[config.mk]
export PLATFORM = sky130hd
export DESIGN_NAME = cache_mem_arbiter
export DESIGN_NICKNAME = d
export VERILOG_FILES = /design/src/rtl/cpu_types_pkg.sv /design/src/rtl/cache_mem_arbiter.sv
export SDC_FILE = /design/constraint.sdc
export NUM_CORES = 1
export LEC_CHECK = 0
export ABC_AREA = 1
export CAP_MARGIN = 20
export CORE_ASPECT_RATIO = 0.6
export CORE_UTILIZATION = 39
export CTS_CLUSTER_DIAMETER = 60
export DETAILED_ROUTE_END_ITERATION = 10
export PLACE_DENSITY = 0.86
export REMOVE_ABC_BUFFERS = 1
export SETUP_SLACK_MARGIN = 0.2
export SYNTH_ARGS = -nofsm -noshare
export SYNTH_HDL_FRONTEND = slang
export SYNTH_SLANG_ARGS = --single-unit
[constraint.sdc]
create_clock -name CLK -period 3.95 [get_ports CLK]
set_clock_uncertainty 0.05 [all_clocks]
set_input_delay 1.185 -clock CLK [delete_from_list [all_inputs] [get_ports CLK]]
set_output_delay 1.185 -clock CLK [all_outputs]
set_load 0.02 [all_outputs]
[src/rtl/cpu_types_pkg.sv]
// Shared CPU/memory types: data word, RAM handshake state and arbiter FSM state.
package cpu_types_pkg;

  typedef logic [31:0] word_t;

  typedef enum logic [1:0] {
    FREE   = 2'd0,
    BUSY   = 2'd1,
    ACCESS = 2'd2,
    ERROR  = 2'd3
  } ramstate_t;

  typedef enum logic [1:0] {
    IDLE = 2'd0,
    IGNT = 2'd1,
    DGNT = 2'd2
  } arb_state_t;

endpackage

[src/rtl/cache_mem_arbiter.sv]
// Arbitrates the single RAM port between icache and dcache: one latched request per
// transaction, dcache preferred unless it has starved a pending icache fetch.
//
// state | meaning
// IDLE  | no transaction; next requester chosen on the coming edge
// IGNT  | icache request latched and driven to RAM until ACCESS/ERROR
// DGNT  | dcache request latched and driven to RAM until ACCESS/ERROR
module cache_mem_arbiter
  import cpu_types_pkg::*;
#(
  parameter int STARVE_MAX = 4,
  parameter int ADDR_W     = 32
) (
  input  logic              CLK,
  input  logic              nRST,
  input  logic              iREN,
  input  logic [ADDR_W-1:0] iaddr,
  output logic              iwait,
  output logic [ADDR_W-1:0] iload,
  input  logic              dREN,
  input  logic              dWEN,
  input  logic [ADDR_W-1:0] daddr,
  input  logic [ADDR_W-1:0] dstore,
  output logic              dwait,
  output logic [ADDR_W-1:0] dload,
  output logic              ramREN,
  output logic              ramWEN,
  output logic [ADDR_W-1:0] ramaddr,
  output logic [ADDR_W-1:0] ramstore,
  input  logic [ADDR_W-1:0] ramload,
  input  logic [1:0]        ramstate,
  output logic              arb_err
);

  localparam int CNT_W = $clog2(STARVE_MAX + 1);
  localparam logic [CNT_W-1:0] STARVE_LIM = CNT_W'(STARVE_MAX);

  localparam logic [1:0] S_IDLE = IDLE;
  localparam logic [1:0] S_IGNT = IGNT;
  localparam logic [1:0] S_DGNT = DGNT;

  logic [1:0]        r_state;
  logic [ADDR_W-1:0] r_addr;
  logic [ADDR_W-1:0] r_store;
  logic              r_wr;
  logic [CNT_W-1:0]  r_starve_cnt;

  logic w_dreq;
  logic w_take_d;
  logic w_take_i;
  logic w_access;
  logic w_error;

  assign w_dreq   = dREN | dWEN;
  assign w_access = (ramstate == ACCESS);
  assign w_error  = (ramstate == ERROR);

  // A saturated counter only yields to the icache while it is actually asking.
  always_comb begin
    w_take_d = 1'b0;
    w_take_i = 1'b0;
    if (w_dreq && (r_starve_cnt < STARVE_LIM)) begin
      w_take_d = 1'b1;
    end else if (iREN) begin
      w_take_i = 1'b1;
    end else if (w_dreq) begin
      w_take_d = 1'b1;
    end
  end

  always_ff @(posedge CLK or negedge nRST) begin
    if (!nRST) begin
      r_state      <= S_IDLE;
      r_addr       <= '0;
      r_store      <= '0;
      r_wr         <= 1'b0;
      r_starve_cnt <= '0;
    end else begin
      case (r_state)
        S_IDLE: begin
          if (w_take_d) begin
            r_state <= S_DGNT;
            r_addr  <= daddr;
            r_store <= dstore;
            r_wr    <= dWEN;
          end else if (w_take_i) begin
            r_state <= S_IGNT;
            r_addr  <= iaddr;
            r_store <= '0;
            r_wr    <= 1'b0;
          end
        end
        S_IGNT: begin
          if (w_access) begin
            r_state      <= S_IDLE;
            r_starve_cnt <= '0;
          end else if (w_error) begin
            r_state <= S_IDLE;
          end
        end
        S_DGNT: begin
          if (w_access) begin
            r_state <= S_IDLE;
            if (!iREN) begin
              r_starve_cnt <= '0;
            end else if (r_starve_cnt < STARVE_LIM) begin
              r_starve_cnt <= r_starve_cnt + 1'b1;
            end
          end else if (w_error) begin
            r_state <= S_IDLE;
          end
        end
        default: r_state <= S_IDLE;
      endcase
    end
  end

  // Strobes decode from state so an async reset drops them without a clock edge.
  assign ramREN   = (r_state == S_IGNT) || ((r_state == S_DGNT) && !r_wr);
  assign ramWEN   = (r_state == S_DGNT) && r_wr;
  assign ramaddr  = r_addr;
  assign ramstore = r_store;

  assign iwait   = !((r_state == S_IGNT) && w_access);
  assign dwait   = !((r_state == S_DGNT) && w_access);
  assign iload   = ramload;
  assign dload   = ramload;
  assign arb_err = (r_state != S_IDLE) && w_error;

endmodule

==> results.md <==
- The flow ran to the end, and the final reports show no timing, DRC or antenna violations.
- The maximum fanout along the worst path is 3.
- The area share of fa/ha/maj cells after synthesis is between 1 and 1.5%.
- The number of placed instances, taps included, is 725.
- In this run the mean area of a mapped cell was 7.738 sq um.
- Across every metal layer, demand over resource in global routing totals a little over a quarter.
- The clock sink total is 70.
- The effective utilization at floorplan is between 40% and 50%.
- The worst voltage drop across the vdd grid is 0.3879 mV.
- The power spent charging and discharging nets is 1.616 mW.
- For this run, design rule violations remaining after detail routing come to 0.
- The met2 usage is 34.63%.
- The filler cell count is 802.
- For this design the static power due to leakage is around 2.8 nW.
- The detailed router finished its first iteration with 184 violations.
- The H-tree generated during clock tree synthesis spans 3 levels.
- The count of endpoints failing hold in the final timing report is 0.
- The area share of the largest cell type after synthesis is 44.91%.
- The combined area of the multi-input logic cells is 1366 sq um.
- The most crowded layer after global routing is met2.
- The number of diodes added for antenna fixing is 0.
- Combinational logic burns between 40% and 50% of the power.
- The internal power of the cells totals 2.527 mW.
- The arrival time at the worst endpoint is 2390 ps.
- The number of top-level design ports is around 270.
- For this design, the CTS-stage hold fixing added 0 buffers.
- The number of vias after detailed routing is 3624.
- In this run the power density over the cells is ~750 nW/um^2.
- The worst setup slack before clock tree synthesis is 135.7 ps.
- The required time at the endpoint of the critical path is 2710 ps.
- The switching power share of the total is 39.00%.
- The number of global-route vias before repair is about 3800.
- The synthesized-area fraction occupied by and/or/nand/nor cells is 33.01%.
- The final design utilization is between 50% and 60%.
- The sequential fraction of the synthesis area is 44.91%.
- The number of cells traversed by the worst hold path is 2.
- Synthesis handed over a netlist of 504 instances.
- After layout, the worst setup slack is 325.1 ps.
- The floorplan die height is 79.46 um.
- The core area is 9425 sq um.
- Summed over all instances, the cell type with the most area after synthesis is dfrtp_1.
- For this run, global-route usage on met1 was measured as 31.92%.
- The area added between synthesis and finish is 41.96%.
- In this run, distinct cell masters in the synthesized netlist total 17.
- The slew at the pin with the worst max-slew slack is 885.9 ps.
- The HPWL after detailed placement is 9579 um.
- The clock period minus final worst setup slack is approximately 3600 ps.
- Counting cells, the worst reg-to-reg path comes to 8.
- The tree is rooted in a clkbuf_16.
- The type of origin of the critical path is an input pin.
- The standard-cell row count is 27.
- The worst max-slew margin expressed relative to the limit is 40.94%.
- Registers take 1752 sq um.
- The main combinational cell family by area after synthesis is simple AND/OR/NAND/NOR gates.
- For this run, the detailed router's first-pass iteration total came to 7.
- The clock-pin transition on the worst setup and hold timing paths is 50 ps.
- Synthesis inferred 70 register bits.
- The final worst-path cycle share is about 92%.
- The count of cells in the finished layout, fillers not included, comes to 740.
- The max-slew violation count was 0.
- The number of buffers added for setup after CTS is 0.
- The congestion estimate from routability-driven global placement came to 0.8822.
- After detailed routing, the average wire length per cell comes to 17.58 um.
- For this block, the routed nets add up to 13010 um of wire.
- Setup repair after global routing left no endpoint under its margin.
- Of the cells placed in the final design, the portion with a size suffix greater than 1 is approximately 4.3%.
- The routed via count divided by cell count is slightly below 5.
- The maximum number of pins on one net before global-route repair is about 70.
- The initial antenna violation count is 0.
- The antenna violation net count after detailed routing is 0.
- The netlist area before placement is 3900 sq um.
- The max-capacitance violation count is 0.
- The kind of end point of the critical path is an output port.
- For this run, the post-layout net count is ~750.
- The met3 demand-to-capacity share in global routing is about a fifth.
- Adding up every negative setup slack in the final design gives 0 ps.
- In this run the horizontal extent of the chip is 131.1 um.
- The total grt overflow is 0.
- The min-delay analysis places its worst path in the category reg -> reg.
- The floorplan die area is 10420 sq um.
- Yosys attributes the largest share of cell area to dfrtp_1, nand2_1, buf_4, nand3b_1, nand3_1.
- The highest attainable clock frequency is 0.2759 GHz.
- The portion of synthesized area spent on multiplexers is 0%.
- The number of CTS-inserted buffers is 9.
- The complex-gate fraction of the synthesized area is 0.7379%.
- Buffers placed on the I/O ports in this run total 171.
- The share of total power dissipated in the clock network is 20.6%.
- For the worst-skew pair, the clock arrives at the later sink with an insertion delay of 320 ps.
- The overall power of the completed layout is 4.143 mW.
- The number of setup violations in the final report is 0.
- In this run the deepest clock path goes through 2 buffers.
- Registers are responsible for 30.3% of the overall power.
- The first global-routing pass estimated 20290 um of wire.
- The critical path in this run is classified as in -> out.
- During synthesis, Yosys emitted a total of 0 warnings.
- The CTS tree is built.
- After Yosys synthesis, XOR and XNOR cells account for 0% of the synthesized area.
[cell usage after synthesis]
master    instances
nand2_1         216
buf_4            74
dfrtp_1          70
inv_1            45
nand3_1          39
nand3b_1         32
buf_2             7
nor2_1            5
clkbuf_1          4
ha_1              4
inv_2             2
a21o_1            1
a21oi_4           1
nand2_2           1
nor2_4            1
nor3_1            1
o21ai_0           1
[stage by stage]
stage | area (sq um) | hold slack, ps
after floorplan | 3294 | 395.9
after detailed placement | 5216 | 409.1
after global placement | 5216 | 402.7
after global routing | 5537 | 438.2
after CTS | 5537 | 423.4
final | 5537 | 419.2
[what timing repair did]
item | 4_1_cts | 5_1_grt
endpoints found under the setup margin | 1 | 0
hold endpoints to repair | 0 | 0
gates resized for setup | 1 | 0
[logic make-up (layout without fill, tap and decap cells)]
kind of cell / after synthesis / in the layout
adders and majority gates: 4 / 4
DFF: 70 / 70
buffers and inverters: 132 / 238
AOI/OAI and AO/OA: 3 / 3
and+or+nand+nor: 295 / 295
[cell usage in the layout, fill, tap and decap left out, drive strengths merged]
master and count:
a21o 1, a21oi 1, buf 6, bufinv 2, clkbuf 10, clkdlybuf4s50 169
clkinv 2, dfrtp 70, dlygate4sd2 1, ha 4, inv 48, nand2 217
nand3 39, nand3b 32, nor2 6, nor3 1, o21ai 1
[sequential cells by signal, summed over array words and instances (netlist names)]
name          flops
r_starve_cnt      3
r_state           2
r_wr              1
ramaddr          32
ramstore         32
[critical path, cell delays in order]
cell	delay (ps)
clkdlybuf4s50_1	450
inv_1	50
nand3_1	90
clkdlybuf4s50_1	610
[power by group through the flow]
stage          Combinational [mW]  Clock (mW)  Sequential [mW]
2_1_floorplan               0.612           0             1.64
3_3_place_gp                 2.00           0             1.24
3_5_place_dp                 2.05           0             1.26
4_1_cts                      2.06       0.881             1.26
5_1_grt                      2.21       0.916             1.30
6_report                     2.03       0.853             1.26
[metal layers]
metal	wire length, um	share of wire [%]
met5	118	0.91
met1	5720	44
met4	78	0.60
met3	2025	16
met2	5062	39
[worst paths after layout]
| path | start | endpoint | slack [ps] |
|---|---|---|---|
| max in group asynchronous | nRST | ramstore[26] | 2340 |
| min | ramstore[10] | ramstore[10] | 420 |
| min reg2reg | ramstore[10] | ramstore[10] | 420 |
| max reg2reg | r_state[0] | ramstore[24] | 2080 |
| max | ramstate[0] | dwait | 330 |
| min in group asynchronous | nRST | ramaddr[13] | 930 |
[area by class of cell]
class	count	share of cell area [%]
timing repair buffer	176	31.75
sequential	70	31.64
multi-input combinational	302	24.68
clock buffer	10	4.316
inverter	47	3.186
tap	130	2.938
clock inverter	5	1.492
No activity file was read; power rests on OpenSTA's default activity.
